### config.mk
export PLATFORM = sky130hd
export DESIGN_NAME = mem_arbiter
export DESIGN_NICKNAME = d
export VERILOG_FILES = /design/src/rtl/mem_arbiter_pkg.sv /design/src/rtl/mem_arbiter_arb_pick.sv /design/src/rtl/mem_arbiter.sv
export SDC_FILE = /design/constraint.sdc
export NUM_CORES = 1
export LEC_CHECK = 0
export CAP_MARGIN = 10
export CORE_MARGIN = 2
export CORE_UTILIZATION = 41
export DETAILED_ROUTE_END_ITERATION = 7
export HOLD_SLACK_MARGIN = 0.15
export PLACE_DENSITY = 0.81
export SYNTH_ARGS = -nofsm -noshare
export SYNTH_HDL_FRONTEND = slang
export SYNTH_SLANG_ARGS = --single-unit
### constraint.sdc
create_clock -name clk -period 2.4 [get_ports clk]
set_input_delay 0.72 -clock clk [delete_from_list [all_inputs] [get_ports clk]]
set_output_delay 0.72 -clock clk [all_outputs]
set_load 0.05 [all_outputs]
### src/rtl/mem_arbiter_pkg.sv
// Shared command encodings, FSM states and port typedefs for the memory-bus arbiter.
package mem_pkg;

    localparam logic [1:0] MNONE  = 2'b00;
    localparam logic [1:0] MWRITE = 2'b01;
    localparam logic [1:0] MREAD  = 2'b11;

    // Wide enough for LOCK_MAX up to 15.
    localparam int CNT_W = 4;

    typedef enum logic [1:0] {
        IDLE   = 2'd0,
        ACCESS = 2'd1,
        RESP   = 2'd2
    } state_t;

    typedef logic port_t;

    function automatic logic is_mem_cmd(input logic [1:0] cmd);
        return (cmd == MREAD) || (cmd == MWRITE);
    endfunction

endpackage

### src/rtl/mem_arbiter_arb_pick.sv
// Combinational winner selection: round-robin between two ports with a bounded lock.
module arb_pick
    import mem_pkg::*;
#(
    parameter int LOCK_MAX = 4
) (
    input  logic [1:0]       req,
    input  logic [1:0]       lock,
    input  port_t            last_owner,
    input  logic [CNT_W-1:0] lock_cnt,
    output logic             any_req,
    output port_t            winner,
    output logic [CNT_W-1:0] next_cnt
);

    localparam logic [CNT_W-1:0] LOCK_LIM = CNT_W'(LOCK_MAX);

    logic hold;

    always_comb begin
        any_req  = |req;
        hold     = req[last_owner] && lock[last_owner] && (lock_cnt < LOCK_LIM);
        winner   = 1'b0;
        next_cnt = {{(CNT_W-1){1'b0}}, 1'b1};

        if (req[0] && req[1]) begin
            winner = hold ? last_owner : ~last_owner;
        end else begin
            winner = req[1];
        end

        // Back-to-back grants to a locking owner count up and saturate; anything else restarts at 1.
        if ((winner == last_owner) && lock[winner]) begin
            next_cnt = (lock_cnt < LOCK_LIM) ? lock_cnt + 1'b1 : LOCK_LIM;
        end
    end

endmodule

### src/rtl/mem_arbiter.sv
// Two-port memory-bus arbiter: IDLE picks and latches a transfer, ACCESS drives the bus,
// RESP returns a one-cycle done with registered read data.
module mem_arbiter
    import mem_pkg::*;
#(
    parameter int DATA_WIDTH = 16,
    parameter int ADDR_WIDTH = 9,
    parameter int LOCK_MAX   = 4
) (
    input  logic                  clk,
    input  logic                  reset,
    input  logic                  req0,
    input  logic                  req1,
    input  logic [1:0]            cmd0,
    input  logic [1:0]            cmd1,
    input  logic [ADDR_WIDTH-1:0] addr0,
    input  logic [ADDR_WIDTH-1:0] addr1,
    input  logic [DATA_WIDTH-1:0] wdata0,
    input  logic [DATA_WIDTH-1:0] wdata1,
    input  logic                  lock0,
    input  logic                  lock1,
    output logic                  done0,
    output logic                  done1,
    output logic [DATA_WIDTH-1:0] rdata0,
    output logic [DATA_WIDTH-1:0] rdata1,
    output logic [1:0]            mem_cmd,
    output logic [ADDR_WIDTH-1:0] mem_addr,
    output logic [DATA_WIDTH-1:0] mem_wdata,
    input  logic [DATA_WIDTH-1:0] mem_rdata
);

    state_t                state, state_nxt;
    port_t                 last_owner;
    logic [CNT_W-1:0]      lock_cnt;

    logic                  any_req;
    port_t                 winner;
    logic [CNT_W-1:0]      next_cnt;

    port_t                 owner_p0;
    logic [1:0]            cmd_p0;
    logic [ADDR_WIDTH-1:0] addr_p0;
    logic [DATA_WIDTH-1:0] wdata_p0;

    arb_pick #(
        .LOCK_MAX (LOCK_MAX)
    ) u_pick (
        .req        ({req1, req0}),
        .lock       ({lock1, lock0}),
        .last_owner (last_owner),
        .lock_cnt   (lock_cnt),
        .any_req    (any_req),
        .winner     (winner),
        .next_cnt   (next_cnt)
    );

    always_ff @(posedge clk or negedge reset) begin
        if (!reset) begin
            state <= IDLE;
        end else begin
            state <= state_nxt;
        end
    end

    always_comb begin
        state_nxt = state;
        case (state)
            IDLE:    if (any_req) state_nxt = ACCESS;
            ACCESS:  state_nxt = RESP;
            RESP:    state_nxt = IDLE;
            default: state_nxt = IDLE;
        endcase
    end

    // IDLE -> ACCESS: latch the winning transfer and update round-robin/lock history
    always_ff @(posedge clk or negedge reset) begin
        if (!reset) begin
            owner_p0   <= 1'b0;
            last_owner <= 1'b1;
            lock_cnt   <= '0;
            cmd_p0     <= MNONE;
            addr_p0    <= '0;
            wdata_p0   <= '0;
        end else if ((state == IDLE) && any_req) begin
            owner_p0   <= winner;
            last_owner <= winner;
            lock_cnt   <= next_cnt;
            cmd_p0     <= winner ? cmd1   : cmd0;
            addr_p0    <= winner ? addr1  : addr0;
            wdata_p0   <= winner ? wdata1 : wdata0;
        end
    end

    // ACCESS -> RESP: capture read data for the owning port
    always_ff @(posedge clk or negedge reset) begin
        if (!reset) begin
            rdata0 <= '0;
            rdata1 <= '0;
        end else if ((state == ACCESS) && (cmd_p0 == MREAD)) begin
            if (owner_p0) begin
                rdata1 <= mem_rdata;
            end else begin
                rdata0 <= mem_rdata;
            end
        end
    end

    always_comb begin
        mem_cmd = MNONE;
        if ((state == ACCESS) && is_mem_cmd(cmd_p0)) begin
            mem_cmd = cmd_p0;
        end
    end

    assign mem_addr  = addr_p0;
    assign mem_wdata = wdata_p0;
    assign done0     = (state == RESP) && !owner_p0;
    assign done1     = (state == RESP) &&  owner_p0;

endmodule

==> results.cfg, run 1 <==
[clock_tree]
cts_root_buffer = clkbuf_8
cts_tree = built
cts_made_buffers = 9
clk_path_buf_depth = 2
post_cts_resized = 0
ctsHoldBuffers = 0
path_clk_slew_ns = 0.08
clock-sinks = 67
postCtsSetupRepairBufs = 0
clk_latency_ns = 0.33
cts-htree-levels = 3

[sta]
fin_setup_tns_ns = 0
maxSlewViolCount = 0
setup_viol = 0
finClkSkew_ns = 0.009907
rsz0062_at_grt = no
layout_setup_ws_ns = 0.09874
slew_headroom_pct = 64.90
worstMarginPinSlew_ns = 0.5265
timing.final.crit_share_pct = 95.89
timing.final.crit_period_ns = 2.301
hold_violations = 0
fmax_mhz = 434.5

[synth]
synth_edf_count = 0
synth_top_area_share_pct = 58.02
async_flop_share_pct = 100.0
synthCells = 227
synth_top_area_cell = dfrtp_1
avgSynthCellArea_um2 = 12.54
yosys.cell_types.count = 34
ys_warn_count = 0
synth_seq_cells = 67
yosys-top-cells-area = dfrtp_1 (58%), mux2i_1 (9.5%), mux2_1 (7.1%)
ys_seq_area_share_pct = 58.95
synth_common_cells = dfrtp_1 (66), nor2_1 (31), a21oi_1 (27), mux2i_1 (27), mux2_1 (18)
ys.flop_type = dfrtp_1
yosysMostFrequentCell = dfrtp_1
syn_area_um2 = 2846
synth_nets = 304

[power]
power_density_nw_per_um2 = 1581
power_uw = 7290
power.ir.vdd_worst_mv = 0.9595
power_leakage_uw = 0.002001

[finish]
areaGrowthSynthToFinish_pct = 61.98
nNetsFinal = 448
antenna-diode-count = 0
drive_gt1_share_pct = 12.50

[worst_setup_path]
max_stage_delay_ns = 0.49
crit_buf_inv = 2
cp.required_ns = 2.60
cp.arrival_ns = 2.50
crit_path_top_delay_cell = or4b_1
cp_num_cells = 6
cp-start-kind = input pin
cp_top_family = buffers and inverters
reg2reg_depth = 5
cp-end-kind = flop
path_cells = clkdlybuf4s50_1 > or4b_1 > o221ai_4 > buf_12 > mux2i_1 > a21oi_1
critical_path_class = in2reg
worstPathMaxFanout = 23

[drt]
postRouteAntennaNets = 0
vias = 2269
avgViaCountPerCell = 4.976
drc = 0
finalWirelength_um = 6658
wl_per_cell_um = 14.60
dr.pass1.iters = 4
drt_iter0_drc = 57

[global_routing]
grt_pass1_vias = 2290
grt_max_degree = 44
antenna_found_initial = 0
grt_usage_pct = 17.82
grt_first_pass_wirelength_um = 10580
overflow = 0

[die]
chipWidth_um = 87.32
initial_core_util_pct = 42.13
dieArea_um2 = 7625
io_pins = 137
die_y_um = 87.32
fp-row-count = 30
core_area_um2 = 6756

[placed_design]
place_congestion = 0.7120
preCtsSetupSlack_ns = -0.2226
dp.final_hpwl_um = 5027
numPortBuffers = 136

[run_status]
run_status = completed

[run]
maxCapViolations = 0

[min_path]
hp-class = in2async
-- path summary, 6_finish.rpt --
check                            startpoint             to  slack [ns]
worst max-delay path                  lock0  mem_wdata[11]         0.1
worst min-delay path                  reset      rdata0[7]        0.36
worst max register to register  lock_cnt[2]  mem_wdata[11]        0.45
worst min register to register    rdata0[0]      rdata0[0]        0.49
max in group asynchronous             reset     last_owner        1.46
min in group clk                  rdata0[0]      rdata0[0]        0.49
-- metrics by stage --
step | hold WS, ns | std cells | area (µm²) | utilization, %
after floorplan | 0.4244 | 227 | 2846 | -
after global placement | 0.4666 | 440 | 4370 | 64.69
after detailed placement | 0.4740 | 440 | 4370 | 64.69
after CTS | 0.3648 | 456 | 4611 | 68.24
after global routing | 0.3850 | 456 | 4611 | 68.24
final | 0.3602 | 456 | 4611 | 68.24
-- power breakdown --
group | switching (µW) | internal (µW)
Sequential | 319 | 1700
Clock | 424 | 688
Combinational | 2620 | 1540
Total | 3370 | 3920
-- cell type report --
class	count	area (µm²)
clock buffer	9	123.9
clock inverter	7	116.4
fill	515	2146
inverter	2	7.507
multi-input combinational	146	1096
sequential	67	1678
tap	80	100.1
timing repair buffer	145	1489
-- routing by layer --
| metal | routed length [µm] | part of all wire, % | track usage (%) | vias to the layer above |
|---|---|---|---|---|
| met5 | 0 | 0 | 0 | - |
| met2 | 3143 | 47 | 29.61 | 96 |
| met4 | 59 | 0.89 | 5.455 | 0 |
| li1 | - | - | - | 1084 |
| met1 | 2888 | 43 | 22.21 | 1082 |
| met3 | 566 | 8.5 | 5.592 | 7 |
-- kinds of logic after synthesis --
logic type | Yosys count | share of synthesized area [%]
fa+ha+maj | 1 | 0.4395
simple gates | 50 | 8.176
mux | 59 | 22.15
buf+inv | 14 | 2.945
flops | 67 | 58.95
compound gates | 36 | 7.341
-- state kept, by name (all words and copies together) (netlist names) --
name and flops:
mem_addr 9, lock_cnt 4, last_owner 1, rdata0 16, mem_wdata 16, state 2
owner_p0 1, rdata1 16, cmd_p0 2
-- placed cells by master, fill, tap and decap left out, types with 2 or more instances in the layout --
cell type,synthesis,final
o21ai_1,2,2
a21oi_1,27,27
bufinv_16,0,3
clkinv_2,0,2
nor3b_1,2,2
buf_4,1,7
clkdlybuf4s50_1,0,131
nand3_1,2,2
nand2_1,5,5
mux2i_1,27,27
o31ai_1,2,2
mux2_1,18,18
nor2_1,31,31
mux2_2,14,14
and2_1,2,2
buf_12,1,6
dfrtp_1,66,66
clkbuf_8,0,9
nor2b_1,2,2
(Power assumes the default switching activity.)
==> run 2: changes to the inputs <==
Settings changed: CORE_MARGIN 2 to default.
==> results.cfg, run 2 (synthesized netlist as in run 1, its figures left out) <==
[sta]
slew_headroom_pct = 58.84
hold_violations = 0
finClkSkew_ns = 0.009826
setup_viol = 0
fin_setup_tns_ns = 0
layout_setup_ws_ns = 0.1396
timing.final.crit_share_pct = 94.18
worstMarginPinSlew_ns = 0.6173
timing.final.crit_period_ns = 2.260
holdWs_ns = 0.3976
maxSlewViolCount = 0
rsz0062_at_grt = no
fmax_mhz = 442.4

[finish]
antenna-diode-count = 0
utilization_pct = 68.43
drive_gt1_share_pct = 12.27
areaGrowthSynthToFinish_pct = 62.42
layoutNonFillerInstCount = 455
nNetsFinal = 447
most-common-layout-cells = clkdlybuf4s50_1 (131), dfrtp_1 (66), nor2_1 (31)
layout.cells.most_common = clkdlybuf4s50_1

[clock_tree]
clk_latency_ns = 0.33
cts_root_buffer = clkbuf_8
cts-htree-levels = 3
clk_path_buf_depth = 2
post_cts_resized = 0
cts_tree = built
clock-sinks = 67
path_clk_slew_ns = 0.08
ctsHoldBuffers = 0
cts_made_buffers = 9
postCtsSetupRepairBufs = 0

[global_routing]
grt_first_pass_wirelength_um = 10730
grt_max_degree = 58
grt_pass1_vias = 2350
grt_usage_pct = 19.02
antenna_found_initial = 0
overflow = 0

[placed_design]
numPortBuffers = 136
place_congestion = 0.7323
place_inst = 439
dp.final_hpwl_um = 4855
preCtsSetupSlack_ns = -0.2074

[drt]
top_layer = met4
vias = 2267
dr_wl_met3_um = 498
drt_iter0_drc = 90
avgViaCountPerCell = 4.982
met2_length_um = 3253
finalWirelength_um = 6637
drc = 0
wl_per_cell_um = 14.59
dr.pass1.iters = 4
met1_length_um = 2762
postRouteAntennaNets = 0

[worst_setup_path]
cp-end-kind = flop
worstPathMaxFanout = 18
cp.required_ns = 2.60
cp-start-kind = input pin
critical_path_class = in2reg
cp.arrival_ns = 2.46

[die]
fp-row-count = 30
initial_core_util_pct = 42.13
dieArea_um2 = 7280
core_area_um2 = 6756
die_y_um = 85.32
chipWidth_um = 85.32
io_pins = 137

[power]
power_density_nw_per_um2 = 1590
power.ir.vdd_worst_mv = 0.7624
power_leakage_uw = 0.002002

[min_path]
hp-class = in2async

[run_status]
run_status = completed

[run]
maxCapViolations = 0
## run 2: cell count changes in the layout (fill, tap and decap cells not counted)
cell and delta:
clkinv_2 -2, buf_4 -2, buf_12 +1, inv_6 +2
## run 2: layer usage
layer,up-vias,track usage (%)
li1,1092,-
met1,1066,21.64
met2,98,32.48
met3,11,6.128
met4,0,9.091
met5,-,0
## run 2: metrics by stage
step,total power (µW),area [µm²]
after global placement,6146,4375
after global routing,7726,4623
final,7349,4623
after detailed placement,6239,4375
after CTS,7420,4623
after floorplan,4723,2846
## run 2: area by class of cell
type | count | area, µm²
well taps | 80 | 100.1
fillers | 513 | 2133
inverters | 2 | 7.507
flip-flops and latches | 67 | 1678
clock inverters | 7 | 123.9
repair buffers | 144 | 1494
multi-input cells | 146 | 1096
clock buffers | 9 | 123.9
## run 2: path summary, 6_finish.rpt
kind / cells past startpoint / start / endpoint / slack, ns
hold reg to reg: 1 / rdata0[6] / rdata0[6] / 0.49
min in group clk: 1 / rdata0[6] / rdata0[6] / 0.49
hold / removal: 1 / reset / rdata0[3] / 0.40
max in group asynchronous: 2 / reset / rdata0[15] / 1.45
setup / recovery: 6 / lock0 / mem_wdata[8] / 0.14
setup reg to reg: 5 / lock_cnt[2] / mem_wdata[8] / 0.50
## run 2: critical path, cell delays in order
cell and delay, ns:
clkdlybuf4s50_1 0.47, or4b_1 0.48, o221ai_4 0.27, buf_12 0.21, mux2i_1 0.21, a21oi_1 0.08
## run 2: power by group
group / leakage (µW) / internal [µW] / total [µW] / switching [µW]
clock: 0.000120 / 699 / 1150 / 455
combinational: 0.00111 / 1540 / 4180 / 2650
sequential: 0.000774 / 1690 / 2010 / 316
==> run 3: changes to the inputs <==
Settings changed: ABC_AREA from default to 1, PLACE_DENSITY 0.81 to 0.8.
==> results.cfg, run 3 <==
[worst_setup_path]
max_stage_delay_ns = 0.83
critical_path.endpoint = rdata0[0]
worstPathMaxFanout = 2
crit_path_top_delay_cell = clkdlybuf4s50_1
cp.required_ns = 1.68
ff2ff_setup_slack_ns = 0.86
cp_num_cells = 1
cp-end-kind = output pin
cp-start-kind = flop
crit_start = rdata0[0]
cp_top_family = buffers and inverters
r2r_end = mem_wdata[15]
cp.arrival_ns = 1.53
reg2reg_depth = 6
path_cells = clkdlybuf4s50_1
critical_path_class = reg2out
crit_buf_inv = 1
r2r_start = last_owner

[sta]
layout_setup_ws_ns = 0.1530
hold_violations = 0
timing.final.crit_period_ns = 2.247
fmax_mhz = 445.0
setup_viol = 0
timing.final.crit_share_pct = 93.62
fin_setup_tns_ns = 0
worstMarginPinSlew_ns = 0.7293
slew_headroom_pct = 51.38
rsz0062_at_grt = no
maxSlewViolCount = 0
finClkSkew_ns = 0.008936

[synth]
synth_nets = 396
synth_seq_cells = 67
ys_seq_area_share_pct = 56.61
avgSynthCellArea_um2 = 9.292
ys_warn_count = 0
synth_mux_area_share_pct = 0
yosysMostFrequentCell = nand2_1
syn_area_um2 = 2964
synth_top_area_cell = dfrtp_1
yosys.cell_types.count = 24
ys.flop_type = dfrtp_1
synth_top_family_by_area = compound AO/OA/AOI/OAI gates
yosys-top-cells-area = dfrtp_1 (56%), nand2_1 (9.5%), a21oi_1 (9.1%)
synth_compound_area_share_pct = 17.94
async_flop_share_pct = 100.0
synthAdderAreaFrac_pct = 0.4221
synth_edf_count = 0
synthCells = 319
synth_common_cells = nand2_1 (75), dfrtp_1 (66), a21oi_1 (54)
synth_top_area_share_pct = 55.72
yosys.area_share.simple_pct = 17.18
yosys.area_share.xor_xnor_pct = 0

[finish]
drive_gt1_share_pct = 13.04
layout.cells.most_common = clkdlybuf4s50_1
fillCellCount = 616
nNetsFinal = 532
most-common-layout-cells = clkdlybuf4s50_1 (131), nand2_1 (75), dfrtp_1 (66)
stdcell_area_um2 = 4539
utilization_pct = 65.72
multi_input_area_um2 = 1054
antenna-diode-count = 0
areaGrowthSynthToFinish_pct = 53.14
seq_area_um2 = 1678

[drt]
drc = 0
wl_per_cell_um = 14.25
postRouteAntennaNets = 0
drt_iter0_drc = 90
dr.pass1.iters = 4
avgViaCountPerCell = 4.865
vias = 2705
finalWirelength_um = 7923

[run_status]
run_status = completed

[global_routing]
overflow = 0
grt_pass1_vias = 2735
antenna_found_initial = 0
grt_max_degree = 35
grt_usage_pct = 21.94
grt_first_pass_wirelength_um = 12730

[placed_design]
dp.final_hpwl_um = 5724
preCtsSetupSlack_ns = 0.09559
numPortBuffers = 136
place_congestion = 0.7529
placed_area_um2 = 4345

[power]
power_leakage_uw = 0.002042
power.ir.vdd_worst_mv = 0.7464
power_density_nw_per_um2 = 1591

[min_path]
hp-class = in2async

[die]
dieArea_um2 = 7573
chipWidth_um = 87.03
io_pins = 137
core_area_um2 = 6907
fp-row-count = 30
die_y_um = 87.03
initial_core_util_pct = 42.92

[clock_tree]
path_clk_slew_ns = 0.08
cts_tree = built
clk_path_buf_depth = 2
post_cts_resized = 0
cts_made_buffers = 9
clock-sinks = 67
ctsHoldBuffers = 0
cts-htree-levels = 3
postCtsSetupRepairBufs = 0
cts_root_buffer = clkbuf_8
clk_latency_ns = 0.34

[run]
maxCapViolations = 0
==> run 3: cell types whose count changed after synthesis, sizes merged, moves of 2 or more <==
cell / previous run / this run
and2: 2 / 0
mux2i: 27 / 0
buf: 7 / 16
nor2b: 2 / 0
o21ai: 2 / 35
clkbuf: 5 / 1
nor3b: 2 / 0
nor3: 0 / 3
a21oi: 27 / 54
nand2: 5 / 78
mux2: 32 / 0
o31ai: 2 / 0
inv: 2 / 24
nor2: 31 / 34
==> run 3: cell families (layout without fill, tap and decap cells) <==
logic type | Yosys count | in the layout
AOI/OAI and AO/OA | 89 | 89
adders and majority gates | 1 | 1
buffers and inverters | 41 | 182
DFF | 67 | 67
and+or+nand+nor | 121 | 121
==> run 3: layout make-up <==
class,instances,share of cell area [%]
Sequential cell,67,36.96
Inverter,24,1.985
Clock inverter,5,1.158
Multi-Input combinational cell,211,23.21
Tap cell,96,2.646
Timing Repair Buffer,142,30.93
Clock buffer,11,3.115
==> run 3: how the worst min path moves through the flow <==
stage	endpoint	slack, ns
global placement	rdata0[5]	0.46
CTS	mem_addr[1]	0.45
detailed placement	rdata1[2]	0.47
floorplan	cmd_p0[0]	0.42
global route	mem_addr[1]	0.49
finish	mem_addr[1]	0.43
==> run 3: power by group <==
| part | internal [µW] | total [µW] | switching [µW] |
|---|---|---|---|
| clock | 503 | 924 | 421 |
| sequential | 1690 | 2030 | 334 |
| combinational | 1410 | 4270 | 2860 |
==> run 3: through the flow <==
stage / hold slack (ns) / instances / power, µW
3_3_place_gp: 0.4641 / 540 / 6243
3_5_place_dp: 0.4712 / 540 / 6340
5_1_grt: 0.4919 / 556 / 7621
6_report: 0.4308 / 556 / 7222
4_1_cts: 0.4535 / 556 / 7279
2_1_floorplan: 0.4244 / 319 / 4916
==> run 3: layer usage <==
| layer | up-vias | track usage [%] | wire, µm |
|---|---|---|---|
| li1 | 1306 | - | - |
| met2 | 100 | 37.58 | 3942 |
| met5 | - | 0 | 0 |
| met4 | 0 | 11.36 | 259 |
| met1 | 1276 | 26.57 | 3261 |
| met3 | 23 | 3.697 | 460 |
